### src/rtl/fml_wrr_arb.sv
// fml_wrr_arb: four-master weighted round-robin FML arbiter with starvation override
module fml_wrr_arb #(
   parameter int fml_depth = 26,
   parameter logic [5:0] starve_limit = 6'd48
) (
   input  logic                 sys_clk,
   input  logic                 sys_rst,
   input  logic [fml_depth-1:0] m0_adr,
   input  logic                 m0_stb,
   input  logic                 m0_we,
   output logic                 m0_ack,
   input  logic [7:0]           m0_sel,
   input  logic [63:0]          m0_di,
   output logic [63:0]          m0_do,
   input  logic [fml_depth-1:0] m1_adr,
   input  logic                 m1_stb,
   input  logic                 m1_we,
   output logic                 m1_ack,
   input  logic [7:0]           m1_sel,
   input  logic [63:0]          m1_di,
   output logic [63:0]          m1_do,
   input  logic [fml_depth-1:0] m2_adr,
   input  logic                 m2_stb,
   input  logic                 m2_we,
   output logic                 m2_ack,
   input  logic [7:0]           m2_sel,
   input  logic [63:0]          m2_di,
   output logic [63:0]          m2_do,
   input  logic [fml_depth-1:0] m3_adr,
   input  logic                 m3_stb,
   input  logic                 m3_we,
   output logic                 m3_ack,
   input  logic [7:0]           m3_sel,
   input  logic [63:0]          m3_di,
   output logic [63:0]          m3_do,
   input  logic [15:0]          cfg_weight,
   output logic [fml_depth-1:0] s_adr,
   output logic                 s_stb,
   output logic                 s_we,
   input  logic                 s_ack,
   output logic [7:0]           s_sel,
   input  logic [63:0]          s_di,
   output logic [63:0]          s_do,
   output logic [1:0]           owner,
   output logic                 busy
);
   typedef enum logic [1:0] {IDLE, REQ, BURST} state_t;
   state_t               state_q, state_d;
   logic                 s_stb_q, s_stb_d, s_we_q, s_we_d;
   logic [fml_depth-1:0] s_adr_q, s_adr_d;
   logic [1:0]           owner_q, owner_d, cnt_q, cnt_d, rr_ptr_q, rr_ptr_d;
   logic [3:0]           credit_q [4];
   logic [3:0]           credit_d [4];
   logic [5:0]           age_q [4];
   logic [5:0]           age_d [4];
   logic [3:0]           cr [4];
   logic [fml_depth-1:0] adr [4];
   logic [3:0]           stb, we, ack;
   logic                 reload, found, arb;
   logic [1:0]           win, idx;

   assign stb    = {m3_stb, m2_stb, m1_stb, m0_stb};
   assign we     = {m3_we, m2_we, m1_we, m0_we};
   assign adr[0] = m0_adr;
   assign adr[1] = m1_adr;
   assign adr[2] = m2_adr;
   assign adr[3] = m3_adr;
   assign arb    = state_q == IDLE && stb != 4'd0;
   assign ack    = (state_q == REQ && s_ack) ? 4'b0001 << owner_q : 4'd0;
   assign {m3_ack, m2_ack, m1_ack, m0_ack} = ack;
   assign m0_do  = s_di;
   assign m1_do  = s_di;
   assign m2_do  = s_di;
   assign m3_do  = s_di;
   assign s_do   = owner_q == 2'd0 ? m0_di : owner_q == 2'd1 ? m1_di : owner_q == 2'd2 ? m2_di : m3_di;
   assign s_sel  = owner_q == 2'd0 ? m0_sel : owner_q == 2'd1 ? m1_sel : owner_q == 2'd2 ? m2_sel : m3_sel;
   assign s_adr  = s_adr_q;
   assign s_stb  = s_stb_q;
   assign s_we   = s_we_q;
   assign owner  = owner_q;
   assign busy   = state_q != IDLE;

   // winner selection: reload credits when no requester has any left, starved masters override WRR
   always_comb begin
      reload = 1'b1;
      for (int i = 0; i < 4; i++)
         if (stb[i] && credit_q[i] != 4'd0) reload = 1'b0;
      for (int i = 0; i < 4; i++)
         cr[i] = reload ? (cfg_weight[4*i+:4] == 4'd0 ? 4'd1 : cfg_weight[4*i+:4]) : credit_q[i];
      win   = rr_ptr_q;
      found = 1'b0;
      idx   = 2'd0;
      for (int k = 0; k < 4; k++) begin
         idx = rr_ptr_q + 2'(k);
         if (!found && stb[idx] && cr[idx] != 4'd0) begin
            win   = idx;
            found = 1'b1;
         end
      end
      for (int i = 3; i >= 0; i--)
         if (stb[i] && age_q[i] == starve_limit) win = 2'(i);
   end

   // bus FSM: arbitrate in IDLE, hold the request until s_ack, then count the remaining three beats
   always_comb begin
      state_d  = state_q;
      s_stb_d  = s_stb_q;
      s_we_d   = s_we_q;
      s_adr_d  = s_adr_q;
      owner_d  = owner_q;
      cnt_d    = 2'd0;
      rr_ptr_d = rr_ptr_q;
      credit_d = credit_q;
      case (state_q)
         IDLE: if (arb) begin
            state_d       = REQ;
            s_stb_d       = 1'b1;
            s_adr_d       = adr[win];
            s_we_d        = we[win];
            owner_d       = win;
            credit_d      = cr;
            credit_d[win] = cr[win] - 4'(cr[win] != 4'd0);
            rr_ptr_d      = credit_d[win] != 4'd0 ? win : win + 2'd1;
         end
         REQ: if (s_ack) begin
            state_d = BURST;
            s_stb_d = 1'b0;
         end
         BURST: begin
            cnt_d   = cnt_q == 2'd2 ? 2'd0 : cnt_q + 2'd1;
            state_d = cnt_q == 2'd2 ? IDLE : BURST;
         end
         default: state_d = IDLE;
      endcase
   end

   // starvation ages: a master being granted or served in REQ is not waiting
   always_comb begin
      for (int i = 0; i < 4; i++)
         age_d[i] = (!stb[i] || (arb && win == 2'(i)) || (state_q == REQ && owner_q == 2'(i))) ? 6'd0 :
                    age_q[i] == starve_limit ? age_q[i] : age_q[i] + 6'd1;
   end

   // state registers
   always_ff @(posedge sys_clk) begin
      if (sys_rst) begin
         state_q  <= IDLE;
         s_stb_q  <= 1'b0;
         s_we_q   <= 1'b0;
         s_adr_q  <= '0;
         owner_q  <= 2'd0;
         cnt_q    <= 2'd0;
         rr_ptr_q <= 2'd0;
         credit_q <= '{default: 4'd0};
         age_q    <= '{default: 6'd0};
      end else begin
         state_q  <= state_d;
         s_stb_q  <= s_stb_d;
         s_we_q   <= s_we_d;
         s_adr_q  <= s_adr_d;
         owner_q  <= owner_d;
         cnt_q    <= cnt_d;
         rr_ptr_q <= rr_ptr_d;
         credit_q <= credit_d;
         age_q    <= age_d;
      end
   end
endmodule

### config.mk
export PLATFORM = sky130hd
export DESIGN_NAME = fml_wrr_arb
export DESIGN_NICKNAME = d
export VERILOG_FILES = /design/src/rtl/fml_wrr_arb.sv
export SDC_FILE = /design/constraint.sdc
export NUM_CORES = 1
export LEC_CHECK = 0
export ABC_AREA = 0
export CAP_MARGIN = 20
export CORE_AREA = 8 8 320 322
export CTS_CLUSTER_DIAMETER = 80
export CTS_CLUSTER_SIZE = 12
export DETAILED_ROUTE_END_ITERATION = 6
export DIE_AREA = 0 0 328 330
export GPL_TIMING_DRIVEN = 0
export SLEW_MARGIN = 20
export SYNTH_ARGS = -nofsm -noshare
export SYNTH_HDL_FRONTEND = slang
export SYNTH_SLANG_ARGS = --single-unit
### constraint.sdc
create_clock -name sys_clk -period 6.4 [get_ports sys_clk]
set_input_delay 0.96 -clock sys_clk [delete_from_list [all_inputs] [get_ports sys_clk]]
set_output_delay 0.96 -clock sys_clk [all_outputs]
set_load 0.005 [all_outputs]
# After elaboration in Yosys (flattened, before gate mapping)
# Index checks and enable logic that the tools add are counted.
[word_totals]
in_bits = 483
register_bits = 76
[classes]
n_shift = 1
bitwise_logic = 6
n_reduce_logical = 69
add_sub_neg = 10
eq_ne = 15
mux = 71
magnitude_cmp = 11
[ops]
columns = ["cell", "n"]
rows = [
  ["2-to-1 mux 64 bit", 3],
  ["2-to-1 mux 4 bit", 22],
  ["binary-select mux 26 bit (select 2 bit)", 1],
  ["2-to-1 mux 26 bit", 2],
  ["binary-select mux 4 bit (select 2 bit)", 6],
  ["nonzero test 4 bit", 11],
  ["logical AND 1 bit", 26],
  ["adder 6 x 1 -> 6 bit (second input constant)", 4],
  ["equality test 6 bit (second input constant)", 4],
  ["2-to-1 mux 8 bit", 3],
  ["2-to-1 mux 2 bit", 11],
  ["bitwise mux 16 bit", 1],
  ["logical NOT 4 bit", 4],
  [">= comparator 3 bit (second input constant)", 5],
  ["less-than comparator 2 x 3 -> 1 bit (second input constant)", 5],
  ["inverter 2 -> 3 bit", 5],
  ["2-to-1 mux 1 bit", 14],
  ["equality test 2 bit (second input constant)", 6],
  ["binary-select mux 1 bit (select 2 bit)", 5],
  ["demux 4 bit (select 2 bit)", 1],
  ["logical OR 1 bit", 8],
  ["OR reduction 2 bit", 4],
  ["logical NOT 1 bit", 7],
  ["adder 2 x 1 -> 2 bit (second input constant)", 3],
  ["14 further kinds", 22],
]

# Depth between registers and ports, before layout
# Gate-level depths: netlist of the first run.
[depth]
depth_word = 41
ltp_mapped = 23
depth_no_buf = 21

# Worst setup path before layout of the first run
# No wires, ideal clock.
[synth_timing]
path_type = "input to register"
start = "input m1_stb"
end = "register rr_ptr_q[0]"
n_path_buf = 3
setup_ps = 74
required_time_ps = 6326
arrival_ps = 4641
setup_slack_ps = 1685
cell_stages = 18
path_cell_list = "o41ai_2 -> nand4_1 -> clkbuf_1 -> clkbuf_1 -> clkbuf_1 -> nor2_1 -> a21oi_1 -> mux2i_1 -> o21ai_0 -> nand4_1 -> ha_1 -> ha_1 -> xnor2_1 -> a211o_1 -> a211oi_1 -> o31ai_2 -> or3_1 -> a31oi_1"
[synth_between]
elab_chain_len = 39
[synth_rtl]
columns = ["element", "line", "source"]
rows = [
  ["start, declared", "16", "input logic m1_stb,"],
  ["logical AND 1 bit", "87", "if (stb[i] && credit_q[i] != 4'd0) reload = 1'b0;"],
  ["2-to-1 mux 1 bit (3 in series)", "87", ""],
  ["2-to-1 mux 4 bit", "89", "cr[i] = reload ? (cfg_weight[4*i+:4] == 4'd0 ? 4'd1 : cfg_weight[4*i+:4]) : credit_q[i];"],
  ["binary-select mux 4 bit (select 2 bit)", "95", "if (!found && stb[idx] && cr[idx] != 4'd0) begin"],
  ["2-to-1 mux 4 bit (not written as such) (2 in series)", "95", ""],
  ["nonzero test 4 bit", "95", ""],
  ["logical AND 1 bit", "95", ""],
  ["2-to-1 mux 1 bit", "95", ""],
  ["[18 not listed]", "n/a", ""],
  ["2-to-1 mux 4 bit (not written as such) (2 in series)", "122", "credit_d[win] = cr[win] - 4'(cr[win] != 4'd0);"],
  ["nonzero test 4 bit", "122", ""],
  ["subtractor 4 x 1 -> 4 bit", "122", ""],
  ["bitwise mux 16 bit", "122", ""],
  ["binary-select mux 4 bit (select 2 bit)", "123", "rr_ptr_d = credit_d[win] != 4'd0 ? win : win + 2'd1;"],
  ["2-to-1 mux 4 bit (not written as such) (2 in series)", "123", ""],
  ["nonzero test 4 bit", "123", ""],
  ["2-to-1 mux 2 bit", "123", ""],
  ["end signal, assigned", "163", "rr_ptr_q <= rr_ptr_d;"],
  ["end, declared", "51", "logic [1:0] owner_q, owner_d, cnt_q, cnt_d, rr_ptr_q, rr_ptr_d;"],
]
# Parallel ways exist; a longest one is shown, timed or not. The select of a mux whose other input is x is not followed.
# A chain may end at the register's enable or synchronous reset.

# Final worst setup path of the first run
[layout_timing]
start = "input m1_stb"
end = "register rr_ptr_q[1]"
# The elaborated chain is that of the path after synthesis.

==> flow_summary.json, run 1 <==
{
  "status": "complete, no violations",
  "yosysSeqAreaShare_pct": 17.6,
  "slew_headroom_pct": 31.3,
  "antenna_found_initial": 85,
  "die-area_um2": 108000,
  "drt_iter0_drc": 738,
  "min_period_ns": 6.09,
  "crit_path_start": "m1_stb",
  "synth_top_area_cell": "buf_4",
  "synth_area_leaders": "buf_4 (22%), mux4_2 (19%), dfxtp_1 (18%)",
  "grt_pass1_wl_mm": 99.0,
  "leakagePower_nw": 6.88,
  "crit_path_start_kind": "primary input",
  "viasPerCell": 3.56,
  "core_area_um2": 97400,
  "power_density_nw_per_um2": 333,
  "cts_hold_buf": 0,
  "track_usage_pct": 13.4,
  "grt_max_degree": 17,
  "hold_viol": 0,
  "synthArstFlopShare_pct": 0,
  "cp-end-kind": "register",
  "cts_resized": 0,
  "crit_required_ns": 6.65,
  "cts_tree": "yes",
  "wl_per_cell_um": 24.7,
  "finalMaxSlewViolations": 0,
  "synth_ff_type": "dfxtp_1",
  "grt_pass1_vias": 10800,
  "crit_arrival_ns": 6.34,
  "setup_viol": 0,
  "synth.top_cell.area_share_pct": 22.2,
  "clock_sinks": 76,
  "area_growth_pct": 113,
  "wirelength_mm": 78.2,
  "cts_inserted_buffers": 9,
  "r2r_cells": 18,
  "synth_seq_cells": 76,
  "grt_overflow": 0,
  "ioPinCount": 846,
  "ys.warnings.count": 0,
  "clock-root-buffer": "clkbuf_16",
  "maxCapViolations": 0,
  "fin_worst_skew_ns": 0.0118,
  "nNetsFinal": 2352,
  "cts_max_path_buffers": 2,
  "syn_inst": 1062,
  "utilization_pct": 18.9,
  "synth_most_common_cell": "buf_4",
  "die_height_um": 330,
  "hp-class": "reg2reg",
  "r2r_end": "rr_ptr_q[0]$_SDFFE_PP0P_",
  "placementRows": 115,
  "path_class": "in2reg",
  "tns_ns": 0,
  "port-buffer-count": 781,
  "synth_area_per_cell_um2": 8.15,
  "crit_end": "rr_ptr_q[1]$_SDFFE_PP0P_",
  "peakVddDrop_mv": 0.392,
  "r2r_start": "credit_q[15]$_SDFFE_PP0P_",
  "die_width_um": 328,
  "tightestPinTransition_ns": 1.03,
  "clk_latency_ns": 0.37,
  "drc_errors": 0,
  "synth_top_cells_by_count": "buf_4 (256), nand2_1 (165), nand3_1 (93)",
  "ys_types": 69,
  "postCtsSetupBuffers": 0,
  "setup.reg_to_reg.worst_slack_ns": 0.95,
  "drive_above_1_share_pct": 20.1,
  "vias": 11300,
  "final_antenna_net_count": 0,
  "min_period_over_period_pct": 95.1,
  "fmax_mhz": 164,
  "hpwl_mm": 71.5,
  "place_congestion": 0.884,
  "mappedNetlistArea_um2": 8660,
  "synth-edff-count": 0,
  "cp_max_fo": 10,
  "grt_setup_unrepaired": "false",
  "clk_pin_slew_ns": 0.07,
  "initial_core_util_pct": 8.89,
  "first_pass_iters": 5,
  "synth_fp_nets": 1560,
  "htree_levels": 3
}
[per-stage QoR]
stage          worst slack (ns)  area [µm²]  power (mW)  cells  hold slack, ns
5_1_grt                  0.0155       18400        6.63   3154           0.447
3_3_place_gp             -0.303       18100        5.67   3130           0.401
4_1_cts                  0.0869       18400        6.24   3146           0.410
3_5_place_dp             -0.271       18100        5.68   3130           0.399
2_1_floorplan              1.68        8660        3.38   1062           0.390
6_report                  0.314       18500        6.15   3170           0.409
[layout by cell type (no fill, tap or decap), types with 4 or more instances in the layout]
cell / instances
nor2_1: 73
o21ai_0: 13
a21o_1: 4
inv_1: 19
mux2_2: 4
o41a_1: 4
mux4_2: 72
nand2_1: 165
clkbuf_1: 41
a21oi_1: 54
nor3_1: 12
a211oi_1: 15
xnor2_1: 13
a41oi_1: 4
o22ai_1: 4
buf_1: 10
clkbuf_16: 9
diode_2: 24
ha_1: 15
inv_6: 4
xor2_1: 8
and3_1: 10
nand2b_1: 7
clkdlybuf4s50_1: 781
a31oi_1: 4
nand3_1: 93
nor4_1: 4
dfxtp_1: 76
buf_4: 256
mux2i_1: 13
nand4_1: 6
[worst max-delay path, stage by stage]
cell	delay [ns]
clkdlybuf4s50_1	0.68
o41a_1	0.38
nor4_1	0.13
o41ai_1	0.45
and3_4	0.27
a21o_1	0.13
buf_6	0.15
clkdlybuf4s15_1	0.62
mux2i_1	0.16
o21ai_0	0.25
nand4_1	0.13
ha_1	0.24
ha_1	0.20
xnor2_1	0.59
a211o_1	0.22
a211oi_1	0.05
o31ai_2	0.35
o21ba_1	0.19
o221a_1	0.19
[flip-flops by register name (all words and copies together), names as in the netlist]
signal,flops
age_q,24
state_q,2
s_stb,1
s_we,1
cnt_q,2
rr_ptr_q,2
owner,2
s_adr,26
credit_q,16
[final cells by class]
class	instances	area [µm²]
Antenna cell	24	60.1
Buffer	314	2170
Clock buffer	9	225
Clock inverter	7	65.1
Fill cell	10900	79000
Inverter	21	81.3
Multi-Input combinational cell	651	4910
Sequential cell	76	1520
Tap cell	1287	1610
Timing Repair Buffer	781	7820
[how the worst min path moves through the flow]
stage                        startpoint             endpoint  cells after the start
detailed placement  cnt_q[0]$_SDFF_PP0_  cnt_q[0]$_SDFF_PP0_                      1
global route        cnt_q[0]$_SDFF_PP0_  cnt_q[0]$_SDFF_PP0_                      1
finish              cnt_q[0]$_SDFF_PP0_  cnt_q[0]$_SDFF_PP0_                      1
CTS                 cnt_q[0]$_SDFF_PP0_  cnt_q[0]$_SDFF_PP0_                      1
floorplan           cnt_q[0]$_SDFF_PP0_  cnt_q[0]$_SDFF_PP0_                      1
global placement    cnt_q[0]$_SDFF_PP0_  cnt_q[0]$_SDFF_PP0_                      1
[logic make-up after synthesis]
logic type,share of synthesized area [%]
simple gates,20.1
buf+inv,25.8
compound gates,11.3
mux,20.7
flops,17.6
xor+xnor,2.31
fa+ha+maj,2.17
[layer usage]
| layer | wire length (µm) | track usage, % |
|---|---|---|
| met3 | 11600 | 8.77 |
| met2 | 36200 | 21.9 |
| met5 | 165 | 0 |
| met4 | 2090 | 3.56 |
| met1 | 28100 | 14.2 |
[report_power, final]
part	switching, mW	internal, mW	leakage (nW)
logic	2.73	2.18	6.11
clock network	0.245	0.274	0.141
registers	0.126	0.595	0.624
total	3.10	3.05	6.88
(Power assumes the default switching activity.)
==> run 2, diff against run 1 <==
--- a/config.mk
+++ b/config.mk
@@ -7,11 +7,12 @@
 export LEC_CHECK = 0
 export ABC_AREA = 0
 export CAP_MARGIN = 20
-export CORE_AREA = 8 8 320 322
+export CORE_AREA = 2 2 327 329
 export CTS_CLUSTER_DIAMETER = 80
 export CTS_CLUSTER_SIZE = 12
 export DETAILED_ROUTE_END_ITERATION = 6
-export DIE_AREA = 0 0 328 330
+export DIE_AREA = 0 0 329 331
+export DONT_BUFFER_PORTS = 1
 export GPL_TIMING_DRIVEN = 0
 export SLEW_MARGIN = 20
 export SYNTH_ARGS = -nofsm -noshare
==> run 2 against run 1 <==
Effect of this change:
- sequential power rose by 3.1%
- routed wire length decreased by 19%
- final cell count down 22%
- highest routed layer unchanged
- largest cell class is now multi-input combinational cells
- critical endpoint is now rr_ptr_q[0]$_SDFFE_PP0P_
- global-route usage shrank 2.9 points
- power fell by 11%
==> flow_summary.json, run 2 (synthesized netlist as in run 1, its figures left out) <==
{
  "status": "complete, no violations",
  "core_area_um2": 105000,
  "clk_latency_ns": 0.36,
  "grt_max_degree": 17,
  "worstHoldStart": "cnt_q[0]$_SDFF_PP0_",
  "critPathMaxStageDelay_ns": 0.60,
  "initial_core_util_pct": 8.25,
  "vias": 8357,
  "final_antenna_net_count": 0,
  "layout.cells.most_common_list": "buf_4 (256), nand2_1 (165), nand3_1 (93), dfxtp_1 (76), nor2_1 (73)",
  "ioPinCount": 846,
  "min_period_ns": 5.75,
  "leakagePower_nw": 3.84,
  "cpMostUsedCell": "clkbuf_1",
  "nNetsFinal": 1571,
  "hpwl_mm": 56.8,
  "finalMaxSlewViolations": 0,
  "die-area_um2": 109000,
  "placementRows": 119,
  "met1_length_mm": 22.1,
  "hold_path_end": "cnt_q[0]$_SDFF_PP0_",
  "cp_max_fo": 11,
  "layout_commonest_cell": "buf_4",
  "cts_tree": "yes",
  "largest_register_ffs": 26,
  "power_density_nw_per_um2": 509,
  "crit_chain": "o41a_1 -> o41ai_1 -> o221ai_1 -> a21o_1 -> buf_6 -> inv_4 -> buf_6 -> clkbuf_1 -> clkbuf_1 -> ha_1 -> clkbuf_1 -> inv_1 -> mux2_2 -> a311oi_1 -> a31oi_1 -> o31ai_2 -> or3_1 -> a31oi_1",
  "path_class": "reg2reg",
  "die_height_um": 331,
  "postCtsSetupBuffers": 0,
  "grt_overflow": 0,
  "crit_arrival_ns": 6.04,
  "critPathTopFamily": "compound AO/OA/AOI/OAI gates",
  "grt_pass1_vias": 7620,
  "clock_sinks": 76,
  "tightestPinTransition_ns": 0.922,
  "r2r_start": "credit_q[11]$_SDFFE_PP0P_",
  "p_total_mw": 5.48,
  "r2r_cells": 18,
  "drt_iter0_drc": 663,
  "die_width_um": 329,
  "cts_inserted_buffers": 9,
  "maxCapViolations": 0,
  "hp-class": "reg2reg",
  "hold_depth": 1,
  "utilization_pct": 10.2,
  "setup.reg_to_reg.worst_slack_ns": 0.65,
  "crit_path_start_kind": "register",
  "wl_per_cell_um": 25.4,
  "crit_slowest_cell": "clkbuf_1",
  "clk_pin_slew_ns": 0.07,
  "drc_errors": 0,
  "slew_headroom_pct": 38.6,
  "n_fill_cell": 12200,
  "hold_viol": 0,
  "port-buffer-count": 0,
  "min_period_over_period_pct": 89.8,
  "cts_resized": 0,
  "area_growth_pct": 24.2,
  "antenna_found_initial": 38,
  "met2_length_mm": 30.0,
  "wl_met3_mm": 8.60,
  "cp_num_buf_inv": 7,
  "tns_ns": 0,
  "viasPerCell": 3.37,
  "wirelength_mm": 63.0,
  "grt_setup_unrepaired": "false",
  "drive_above_1_share_pct": 34.5,
  "cts_hold_buf": 0,
  "track_usage_pct": 10.5,
  "grt_pass1_wl_mm": 74.6,
  "clock-root-buffer": "clkbuf_16",
  "place_congestion": 0.904,
  "fin_worst_skew_ns": 0.0114,
  "cp-end-kind": "register",
  "first_pass_iters": 7,
  "place_area_um2": 10400,
  "htree_levels": 3,
  "setup_viol": 0,
  "fmax_mhz": 174,
  "crit_required_ns": 6.69,
  "top_layer": "met5",
  "r2r_end": "rr_ptr_q[0]$_SDFFE_PP0P_",
  "fin_area_um2": 10800,
  "peakVddDrop_mv": 0.469,
  "cts_max_path_buffers": 2,
  "whs_ns": 0.424
}
==> run 2: cell types whose count changed in the layout (fill, tap and decap cells not counted), sizes merged <==
cell | previous run | this run
clkdlybuf4s15 | 1 | 0
bufinv | 0 | 1
diode | 24 | 13
clkdlybuf4s50 | 781 | 0
clkinv | 0 | 1
buf | 269 | 270
inv | 27 | 25
==> run 2: layer usage <==
metal / vias to the layer above / global-route usage [%]
met2: 673 / 17.6
met5: - / 0
met3: 113 / 5.24
met1: 3995 / 11.5
met4: 32 / 3.38
li1: 3544 / -
==> run 2: cell type report <==
class                   instances  area [µm²]  share of cell area, %
multi-input cells             651        4900                   45.6
plain buffers                 314        2160                   20.1
well taps                    1391        1740                   16.2
flip-flops and latches         76        1520                   14.1
clock buffers                   9         225                   2.09
clock inverters                 7        91.3                  0.849
inverters                      21        81.3                  0.756
diodes                         13        32.5                  0.303
==> run 2: how the worst max path moves through the flow <==
stage	slack, ns	from	cells after the start	endpoint
after floorplan	1.68	m1_stb	18	rr_ptr_q[0]$_SDFFE_PP0P_
after global placement	0.54	m1_stb	19	rr_ptr_q[0]$_SDFFE_PP0P_
after detailed placement	0.54	m1_stb	19	rr_ptr_q[0]$_SDFFE_PP0P_
after CTS	0.83	credit_q[11]$_SDFFE_PP0P_	18	rr_ptr_q[0]$_SDFFE_PP0P_
after global routing	0.43	credit_q[12]$_SDFFE_PP0P_	18	rr_ptr_q[0]$_SDFFE_PP0P_
final	0.65	credit_q[11]$_SDFFE_PP0P_	18	rr_ptr_q[0]$_SDFFE_PP0P_
==> run 2: worst reg2reg max path: stages, from the launching register on <==
cell	delay [ns]
dfxtp_1	0.35
o41a_1	0.56
o41ai_1	0.50
o221ai_1	0.36
a21o_1	0.26
buf_6	0.14
inv_4	0.08
buf_6	0.15
clkbuf_1	0.59
clkbuf_1	0.60
ha_1	0.27
clkbuf_1	0.32
inv_1	0.18
mux2_2	0.28
a311oi_1	0.09
a31oi_1	0.29
o31ai_2	0.14
or3_1	0.36
a31oi_1	0.16
==> run 2: metrics by stage <==
step,worst slack (ns),std cells
floorplan,1.68,1062
global placement,0.541,2453
detailed placement,0.542,2453
CTS,0.832,2469
global route,0.433,2476
finish,0.653,2482
==> run 2: report_power, final <==
group / switching (mW) / total (mW) / internal [mW]
Combinational: 2.77 / 4.18 / 1.41
Sequential: 0.148 / 0.743 / 0.595
Clock: 0.243 / 0.555 / 0.312
Total: 3.17 / 5.48 / 2.31
